**src/rtl/fila_pkg.sv**
```systemverilog
// fila_pkg: shared defaults and status decode for the circular FIFO
package fila_pkg;
  localparam int FILA_WIDTH_DEF = 8;
  localparam int FILA_DEPTH_DEF = 8;
  typedef enum logic [1:0] {FILA_OK, FILA_OVF, FILA_UNF} fila_status_e;
  function automatic fila_status_e fila_status(input logic ovf, input logic unf);
    return ovf ? FILA_OVF : unf ? FILA_UNF : FILA_OK;
  endfunction
endpackage

```
**src/rtl/fila_circular_if.sv**
```systemverilog
// fila_circular_if: producer/consumer side signals of the circular FIFO
interface fila_circular_if
  import fila_pkg::*;
#(
  parameter int WIDTH = FILA_WIDTH_DEF,
  parameter int DEPTH = FILA_DEPTH_DEF
);
  localparam int LW = $clog2(DEPTH + 1);
  logic [WIDTH-1:0] data_in;
  logic             enqueue_in;
  logic             dequeue_in;
  logic             clear_in;
  logic [WIDTH-1:0] data_out;
  logic             valid_out;
  logic [LW-1:0]    len_out;
  logic             full_out;
  logic             empty_out;
  logic             overflow_out;
  logic             underflow_out;
  modport master (
    output data_in, enqueue_in, dequeue_in, clear_in,
    input  data_out, valid_out, len_out, full_out, empty_out, overflow_out, underflow_out
  );
  modport slave (
    input  data_in, enqueue_in, dequeue_in, clear_in,
    output data_out, valid_out, len_out, full_out, empty_out, overflow_out, underflow_out
  );
endinterface

```
**src/rtl/fila_mem.sv**
```systemverilog
// fila_mem: unreset register array, one synchronous write port, combinational read
module fila_mem #(
  parameter int WIDTH = 8,
  parameter int DEPTH = 8,
  localparam int AW = $clog2(DEPTH)
) (
  input  logic             clk_10KHz,
  input  logic             we,
  input  logic [AW-1:0]    wa,
  input  logic [WIDTH-1:0] wd,
  input  logic [AW-1:0]    ra,
  output logic [WIDTH-1:0] rd
);
  logic [WIDTH-1:0] mem_q [DEPTH];
  always_ff @(posedge clk_10KHz)
    if (we) mem_q[wa] <= wd;
  assign rd = mem_q[ra];
endmodule

```
**src/rtl/fila_circular.sv**
```systemverilog
// fila_circular: pointer-based circular FIFO with flush, occupancy flags and error pulses
module fila_circular
  import fila_pkg::*;
#(
  parameter int WIDTH = FILA_WIDTH_DEF,
  parameter int DEPTH = FILA_DEPTH_DEF
) (
  input logic clk_10KHz,
  input logic reset,
  fila_circular_if.slave bus
);
  localparam int LW = $clog2(DEPTH + 1);
  localparam int AW = $clog2(DEPTH);
  if (DEPTH < 2 || (DEPTH & (DEPTH - 1)) != 0) begin : g_bad_depth
    $error("fila_circular: DEPTH must be a power of two >= 2");
  end
  logic [AW-1:0]    wr_ptr_q, wr_ptr_d, rd_ptr_q, rd_ptr_d;
  logic [LW-1:0]    count_q, count_d;
  logic [WIDTH-1:0] data_q, data_d, rd_data;
  logic             valid_q, valid_d, ovf_q, ovf_d, unf_q, unf_d;
  logic             enq_ok, deq_ok, clr, we;
  fila_mem #(.WIDTH(WIDTH), .DEPTH(DEPTH)) u_mem (
    .clk_10KHz(clk_10KHz),
    .we(we),
    .wa(wr_ptr_q),
    .wd(bus.data_in),
    .ra(rd_ptr_q),
    .rd(rd_data)
  );
  // a dequeue frees a slot in the same cycle, so a full queue still accepts a paired enqueue
  always_comb begin
    clr      = bus.clear_in;
    deq_ok   = bus.dequeue_in && count_q != '0;
    enq_ok   = bus.enqueue_in && (count_q != LW'(DEPTH) || deq_ok);
    we       = enq_ok && !clr;
    wr_ptr_d = clr ? '0 : wr_ptr_q + AW'(enq_ok);
    rd_ptr_d = clr ? '0 : rd_ptr_q + AW'(deq_ok);
    count_d  = clr ? '0 : count_q + LW'(enq_ok) - LW'(deq_ok);
    data_d   = (!clr && deq_ok) ? rd_data : data_q;
    valid_d  = !clr && deq_ok;
    ovf_d    = !clr && bus.enqueue_in && !enq_ok;
    unf_d    = !clr && bus.dequeue_in && !deq_ok;
  end
  always_ff @(posedge clk_10KHz or posedge reset)
    if (reset) begin
      wr_ptr_q <= '0;
      rd_ptr_q <= '0;
      count_q  <= '0;
      data_q   <= '0;
      valid_q  <= 1'b0;
      ovf_q    <= 1'b0;
      unf_q    <= 1'b0;
    end else begin
      wr_ptr_q <= wr_ptr_d;
      rd_ptr_q <= rd_ptr_d;
      count_q  <= count_d;
      data_q   <= data_d;
      valid_q  <= valid_d;
      ovf_q    <= ovf_d;
      unf_q    <= unf_d;
    end
  assign bus.data_out      = data_q;
  assign bus.valid_out     = valid_q;
  assign bus.len_out       = count_q;
  assign bus.full_out      = count_q == LW'(DEPTH);
  assign bus.empty_out     = count_q == '0;
  assign bus.overflow_out  = ovf_q;
  assign bus.underflow_out = unf_q;
endmodule
```
**src/flat_wrapper.sv**
```systemverilog
// flat-port wrapper written by rule: the top's interface ports become plain ports
module fila_circular_flat import fila_pkg::*;
#(
  parameter int WIDTH = FILA_WIDTH_DEF,
  parameter int DEPTH = FILA_DEPTH_DEF
)
  (clk_10KHz, reset, bus_data_in, bus_enqueue_in, bus_dequeue_in, bus_clear_in, bus_data_out, bus_valid_out, bus_len_out, bus_full_out, bus_empty_out, bus_overflow_out, bus_underflow_out);
  fila_circular_if #(.WIDTH(WIDTH), .DEPTH(DEPTH)) bus_i ();
  input logic clk_10KHz;
  input logic reset;
  input wire logic [$bits(bus_i.data_in)-1:0] bus_data_in;
  input wire logic [$bits(bus_i.enqueue_in)-1:0] bus_enqueue_in;
  input wire logic [$bits(bus_i.dequeue_in)-1:0] bus_dequeue_in;
  input wire logic [$bits(bus_i.clear_in)-1:0] bus_clear_in;
  output wire logic [$bits(bus_i.data_out)-1:0] bus_data_out;
  output wire logic [$bits(bus_i.valid_out)-1:0] bus_valid_out;
  output wire logic [$bits(bus_i.len_out)-1:0] bus_len_out;
  output wire logic [$bits(bus_i.full_out)-1:0] bus_full_out;
  output wire logic [$bits(bus_i.empty_out)-1:0] bus_empty_out;
  output wire logic [$bits(bus_i.overflow_out)-1:0] bus_overflow_out;
  output wire logic [$bits(bus_i.underflow_out)-1:0] bus_underflow_out;
  assign bus_i.data_in = bus_data_in;
  assign bus_i.enqueue_in = bus_enqueue_in;
  assign bus_i.dequeue_in = bus_dequeue_in;
  assign bus_i.clear_in = bus_clear_in;
  assign bus_data_out = bus_i.data_out;
  assign bus_valid_out = bus_i.valid_out;
  assign bus_len_out = bus_i.len_out;
  assign bus_full_out = bus_i.full_out;
  assign bus_empty_out = bus_i.empty_out;
  assign bus_overflow_out = bus_i.overflow_out;
  assign bus_underflow_out = bus_i.underflow_out;
  fila_circular #(.WIDTH(WIDTH), .DEPTH(DEPTH)) u_core (.clk_10KHz(clk_10KHz), .reset(reset), .bus(bus_i));
endmodule
```
**config.mk**
```make
export PLATFORM = sky130hd
export DESIGN_NAME = fila_circular_flat
export DESIGN_NICKNAME = d
export VERILOG_FILES = /design/src/rtl/fila_pkg.sv /design/src/rtl/fila_circular_if.sv /design/src/rtl/fila_mem.sv /design/src/rtl/fila_circular.sv /design/src/flat_wrapper.sv
export SDC_FILE = /design/constraint.sdc
export NUM_CORES = 1
export LEC_CHECK = 0
export CAP_MARGIN = 25
export CORE_MARGIN = 2
export CORE_UTILIZATION = 44
export CTS_CLUSTER_SIZE = 10
export DETAILED_ROUTE_END_ITERATION = 10
export PLACE_DENSITY = 0.75
export RECOVER_POWER = 100
export SYNTH_ARGS = -nofsm -noshare
export SYNTH_HDL_FRONTEND = slang
export SYNTH_SLANG_ARGS = --single-unit
```
**constraint.sdc**
```tcl
create_clock -name clk_10KHz -period 2.6 [get_ports clk_10KHz]
set_input_delay 0.26 -clock clk_10KHz [delete_from_list [all_inputs] [get_ports clk_10KHz]]
set_output_delay 0.26 -clock clk_10KHz [all_outputs]
set_load 0.02 [all_outputs]
```
Word-level counts from Yosys, hierarchy flattened
Memories as Yosys holds them, arrays and structs flattened. A register that Yosys moved wholly into a read port is not among the register bits.
Index checks and enable logic that the tools add are counted.
{ "word_totals": {"regBits": 13, "ram_bits": 64, "input_bits": 13, "elab_cells": 32, "memories": 1} }
{ "classes": {"add_sub_neg": 4, "n_eq_ne": 2, "mux": 5, "n_reduce_logical": 14} }
{ "mem_list": {"columns": ["name", "words", "width", "rd", "rd_ports_with_merged_regs", "wr", "line_no", "source"], "rows": [
  ["u_core.u_mem.mem_q", 8, 8, 1, 1, 1, "fila_mem.sv:14", "logic [WIDTH-1:0] mem_q [DEPTH];"]
]} }
{ "op_table": {"columns": ["cell", "n"], "rows": [
  ["logical AND 1 bit", 8],
  ["adder 3 x 1 -> 3 bit", 2],
  ["2-to-1 mux 3 bit", 2],
  ["adder 4 x 1 -> 4 bit", 1],
  ["== test 4 bit, second input constant", 1],
  ["logical NOT 4 bit", 1],
  ["2-to-1 mux 4 bit", 1],
  ["!= test 4 bit, second input constant", 1],
  ["nonzero test 4 bit", 1],
  ["subtractor 4 x 1 -> 4 bit", 1],
  ["logical NOT 1 bit", 3],
  ["2-to-1 mux 1 bit", 2],
  ["logical OR 1 bit", 1]
]} }

Depth between registers and ports, before layout
{ "depth": {"word_depth": 7, "depth_mapped": 11, "ltp_nobuf": 11} }

Modules after synthesis
A second synthesis with hierarchy kept.
{ "hier_totals": {"cells_unflattened": 184, "area_unflattened_um2": 3560.9} }
{ "by_module_without_submodules": {"columns": ["module", "instances", "cells_per_inst", "area_per_inst_um2"], "rows": [
  ["fila_mem", 1, 106, 2531.2],
  ["fila_circular", 1, 78, 1029.7]
]} }

Worst setup path after synthesis
No wires, ideal clock.
{ "synth_path": {"kind": "reg2reg", "startpoint": "reg u_core.count_q[2], in the netlist u_core.bus.len_out[2]", "endpoint": "reg u_core.count_q[2], in the netlist u_core.bus.len_out[2]", "arrival_time_ns": 2.382, "path_slack_ns": 0.085, "stages_incl_launch_ff": 11, "path_buffers": 0, "period_less_slack_ns": 2.515, "cell_sequence": "dfrtp_1 > inv_1 > ha_1 > nor3b_2 > nor2_1 > ha_1 > inv_1 > ha_1 > fa_1 > xnor2_1 > nor2_1"} }
{ "synth_between": {"elab_chain_cells": 7, "word_cells_on_any_way": 8} }
{ "synth_lines": {"columns": ["element", "line_no", "source"], "rows": [
  ["start, declared", "fila_circular.sv:18", "logic [LW-1:0] count_q, count_d;"],
  ["start signal, assigned", "fila_circular.sv:56", "count_q <= count_d;"],
  ["nonzero test 4 bit", "fila_circular.sv:33", "deq_ok = bus.dequeue_in && count_q != '0;"],
  ["logical AND 1 bit", "fila_circular.sv:33", null],
  ["logical OR 1 bit", "fila_circular.sv:34", "enq_ok = bus.enqueue_in && (count_q != LW'(DEPTH) || deq_ok);"],
  ["logical AND 1 bit", "fila_circular.sv:34", null],
  ["adder 4 x 1 -> 4 bit", "fila_circular.sv:38", "count_d = clr ? '0 : count_q + LW'(enq_ok) - LW'(deq_ok);"],
  ["subtractor 4 x 1 -> 4 bit *", "fila_circular.sv:38", null],
  ["2-to-1 mux 4 bit *", "fila_circular.sv:38", null],
  ["net u_core.count_d[2]", "fila_circular.sv:18", null]
]} }
The timed path passes the listed nets; every way through them passes the cells marked *.

Worst setup path after layout
{ "layout_path": {"startpoint": "reg u_core.count_q[2], in the netlist u_core.bus.len_out[2]", "endpoint": "mem u_core.u_mem.mem_q[4][0], enable pin"} }
{ "layout_between": {"elab_chain_cells": 7, "word_cells_on_any_way": 8} }
{ "layout_lines": {"columns": ["element", "line_no", "source"], "rows": [
  ["nonzero test 4 bit", "fila_circular.sv:33", null],
  ["logical AND 1 bit", "fila_circular.sv:33", null],
  ["logical OR 1 bit *", "fila_circular.sv:34", null],
  ["logical AND 1 bit *", "fila_circular.sv:34", null],
  ["logical AND 1 bit *", "fila_circular.sv:35", "we = enq_ok && !clr;"],
  ["2-to-1 mux 1 bit *", "fila_mem.sv:16", "if (we) mem_q[wa] <= wd;"],
  ["2-to-1 mux 1 bit (implied by the code) *", "fila_mem.sv:16", null],
  ["end, declared", "fila_mem.sv:14", null]
]} }
Mark *: on every way between the ends. The rest lies on a longest branch, timed or not.

==> flow_summary.toml <==
[critical_path]
crit_type = "register to register"
startpoint_type = "register"
crit_path_max_incr_delay_ps = 480
cp-end-kind = "register"
worstRegToRegCells = 6
worstPathMaxFanout = 8
r2r_slack_ps = 280
cpMaxStageDelayCell = "clkbuf_1"
cp.arrival_ps = 2300
r2r-start = "u_core.bus.len_out[2]$_DFF_PP0_"
crit_chain = "inv_1 -> ha_1 -> o21ai_0 -> nand4b_1 -> nor3_1 -> clkbuf_1"
r2r-end = "u_core.u_mem.mem_q[4][0]$_DFFE_PP_"
worstPathRequired_ps = 2590

[floorplanning]
dieHeight_um = 93.7
initial_core_util_pct = 45.6
placementRows = 32
die_w_um = 93.7
io_pins = 30
core-area_um2 = 7770
die_area_um2 = 8780

[hold_path]
hold_start = "bus_dequeue_in"
hold_end = "u_core.bus.underflow_out$_DFF_PP0_"
hold_class = "input pin to register"
holdPathStages = 3

[yosys]
yosys_most_used_dff = "edfxtp_1"
synth_cells = 226
ys_seq_elements = 85
synth_edf_count = 64
syn_area_per_cell_um2 = 15.7
ys_types = 31
async_flop_share_pct = 24.7
synth_warnings = 0
synth_area_um2 = 3540
syn_nets = 250
ys_seq_area_share_pct = 69.1

[clock_network]
clock_latency_ps = 350
cts_tree = "done"
path_clk_slew_ps = 80
numCtsBuffers = 9
clkSinkCount = 85
cts-htree-levels = 3
ctsResizeCount = 0
cts_root_buf = "clkbuf_8"
cts-hold-fix-buffers = 0
cts_setup_buffers = 0
clk_path_buf_depth = 2

[global_routing]
grt_antenna_before_repair = 0
grt_max_degree = 34
grt_pass1_wl_um = 9990
grt_pass1_vias = 1907
gr-usage-all-layers_pct = 15.9
gr-total-overflow = 0

[power]
power_mw = 3.74
cellPowerDensity_nw_per_um2 = 907
p_leak_nw = 1.50
ir_drop_mv = 0.309

[sta]
rsz0062_at_grt = "false"
hold-worst-slack_ps = 498
period_share_pct = 89.1
slew_headroom_pct = 42.9
fin_setup_tns_ps = 0
worstMarginPinSlew_ps = 856
period_needed_ps = 2320
fmax_mhz = 432
drv_slew = 0
finalHoldViolCount = 0
setup_violations = 0
skew_ps = 8.09

[detailed_routing]
wl_per_cell_um = 16.9
drt_iter0_markers = 107
viasPerCell = 5.09
postRouteAntennaNets = 0
drt_wl_total_um = 6340
drc = 0
route.vias.total = 1913
first_pass_iters = 4

[finish]
final.fill_count = 654
layout-drive-gt1-share_pct = 8.76
fin_util_pct = 53.0
final_cell_mix = "edfxtp_1 (64), mux2i_1 (32), dlygate4sd3_1 (26), dfrtp_1 (21), a22oi_1 (16)"
nets = 293
final_common_cell = "edfxtp_1"
final_area_um2 = 4120
syn2layout_area_growth_pct = 16.4
num_antenna_cells = 0

[placement]
io_buffers = 29
dpl_cell_area_um2 = 3960
dp.final_hpwl_um = 4180
gp_congestion = 0.767

[outcome]
outcome = "finished clean"

[run]
cap_violations = 0
## stage by stage
step           instances  setup WS [ps]
2_1_floorplan        226           84.7
3_3_place_gp         360            351
3_5_place_dp         360            249
4_1_cts              376            220
5_1_grt              376            124
6_report             376            284
## layer usage
| metal | part of all wire (%) | up-vias | GRT usage, % | wire length, µm |
|---|---|---|---|---|
| li1 | - | 921 | - | - |
| met4 | 1.6 | 0 | 6.52 | 102 |
| met5 | 0 | - | 0 | 0 |
| met3 | 4.1 | 8 | 3.93 | 259 |
| met1 | 42 | 941 | 19.8 | 2650 |
| met2 | 52 | 43 | 26.5 | 3320 |
## where the power goes
group | switching, mW | internal, mW | leakage [nW]
registers | 0.0745 | 1.60 | 0.850
clock network | 0.474 | 0.477 | 0.101
logic | 0.605 | 0.503 | 0.546
## registers in the layout, indices dropped and copies added, names as in the netlist
name and cells:
u_core.wr_ptr_q 3, u_core.bus.len_out 4, u_core.bus.overflow_out 1, u_core.bus.valid_out 1
u_core.bus.underflow_out 1, u_core.u_mem.mem_q 64, u_core.bus.data_out 8, u_core.rd_ptr_q 3
## kinds of logic (layout without fill, tap and decap cells)
logic type / count (synthesis) / after routing / share of synthesized area (%)
flops: 85 / 85 / 69.1
simple gates: 42 / 42 / 7.35
mux: 32 / 32 / 9.05
compound gates: 27 / 27 / 5.13
buf+inv: 25 / 73 / 4.24
fa+ha+maj: 11 / 11 / 4.10
xor+xnor: 4 / 4 / 0.990
## worst max path at each step
stage	from	to	slack (ps)	depth (start not counted)
floorplan	u_core.bus.len_out[2]$_DFF_PP0_	u_core.bus.len_out[2]$_DFF_PP0_	80	10
global placement	u_core.bus.len_out[2]$_DFF_PP0_	u_core.bus.len_out[2]$_DFF_PP0_	350	10
detailed placement	u_core.bus.len_out[2]$_DFF_PP0_	u_core.bus.len_out[2]$_DFF_PP0_	250	10
CTS	u_core.bus.len_out[2]$_DFF_PP0_	u_core.bus.len_out[2]$_DFF_PP0_	220	10
global route	u_core.bus.len_out[2]$_DFF_PP0_	u_core.u_mem.mem_q[4][0]$_DFFE_PP_	120	6
finish	u_core.bus.len_out[2]$_DFF_PP0_	u_core.u_mem.mem_q[4][0]$_DFFE_PP_	280	6
## worst max-delay path: cells and delay by family, from the launching register on
family	cells	cell delay, ps
adders and majority gates	1	210
AOI/OAI and AO/OA	1	390
and+or+nand+nor	2	460
DFF	1	350
buffers and inverters	2	550
## layout make-up
| class | count | area [µm²] | area share, % |
|---|---|---|---|
| tap | 102 | 128 | 3.10 |
| sequential | 85 | 2450 | 59.4 |
| clock inverter | 6 | 67.6 | 1.64 |
| timing repair buffer | 41 | 343 | 8.32 |
| clock buffer | 10 | 138 | 3.34 |
| inverter | 16 | 60.1 | 1.46 |
| multi-input combinational | 116 | 936 | 22.7 |
## synthesized netlist by cell type (all sizes together) (3+ instances only)
master | number | area share (%)
edfxtp | 64 | 54
mux2i | 32 | 9.0
dfrtp | 21 | 15
a22oi | 16 | 3.4
inv | 16 | 1.7
nor2 | 12 | 1.3
ha | 10 | 3.5
o21ai | 9 | 1.4
nand3 | 8 | 1.3
nor2b | 8 | 1.4
buf | 6 | 2.2
nor3b | 4 | 1.3
xnor2 | 4 | 0.99
clkbuf | 3 | 0.35
nor3 | 3 | 0.74
No activity file was read; power rests on OpenSTA's default activity.
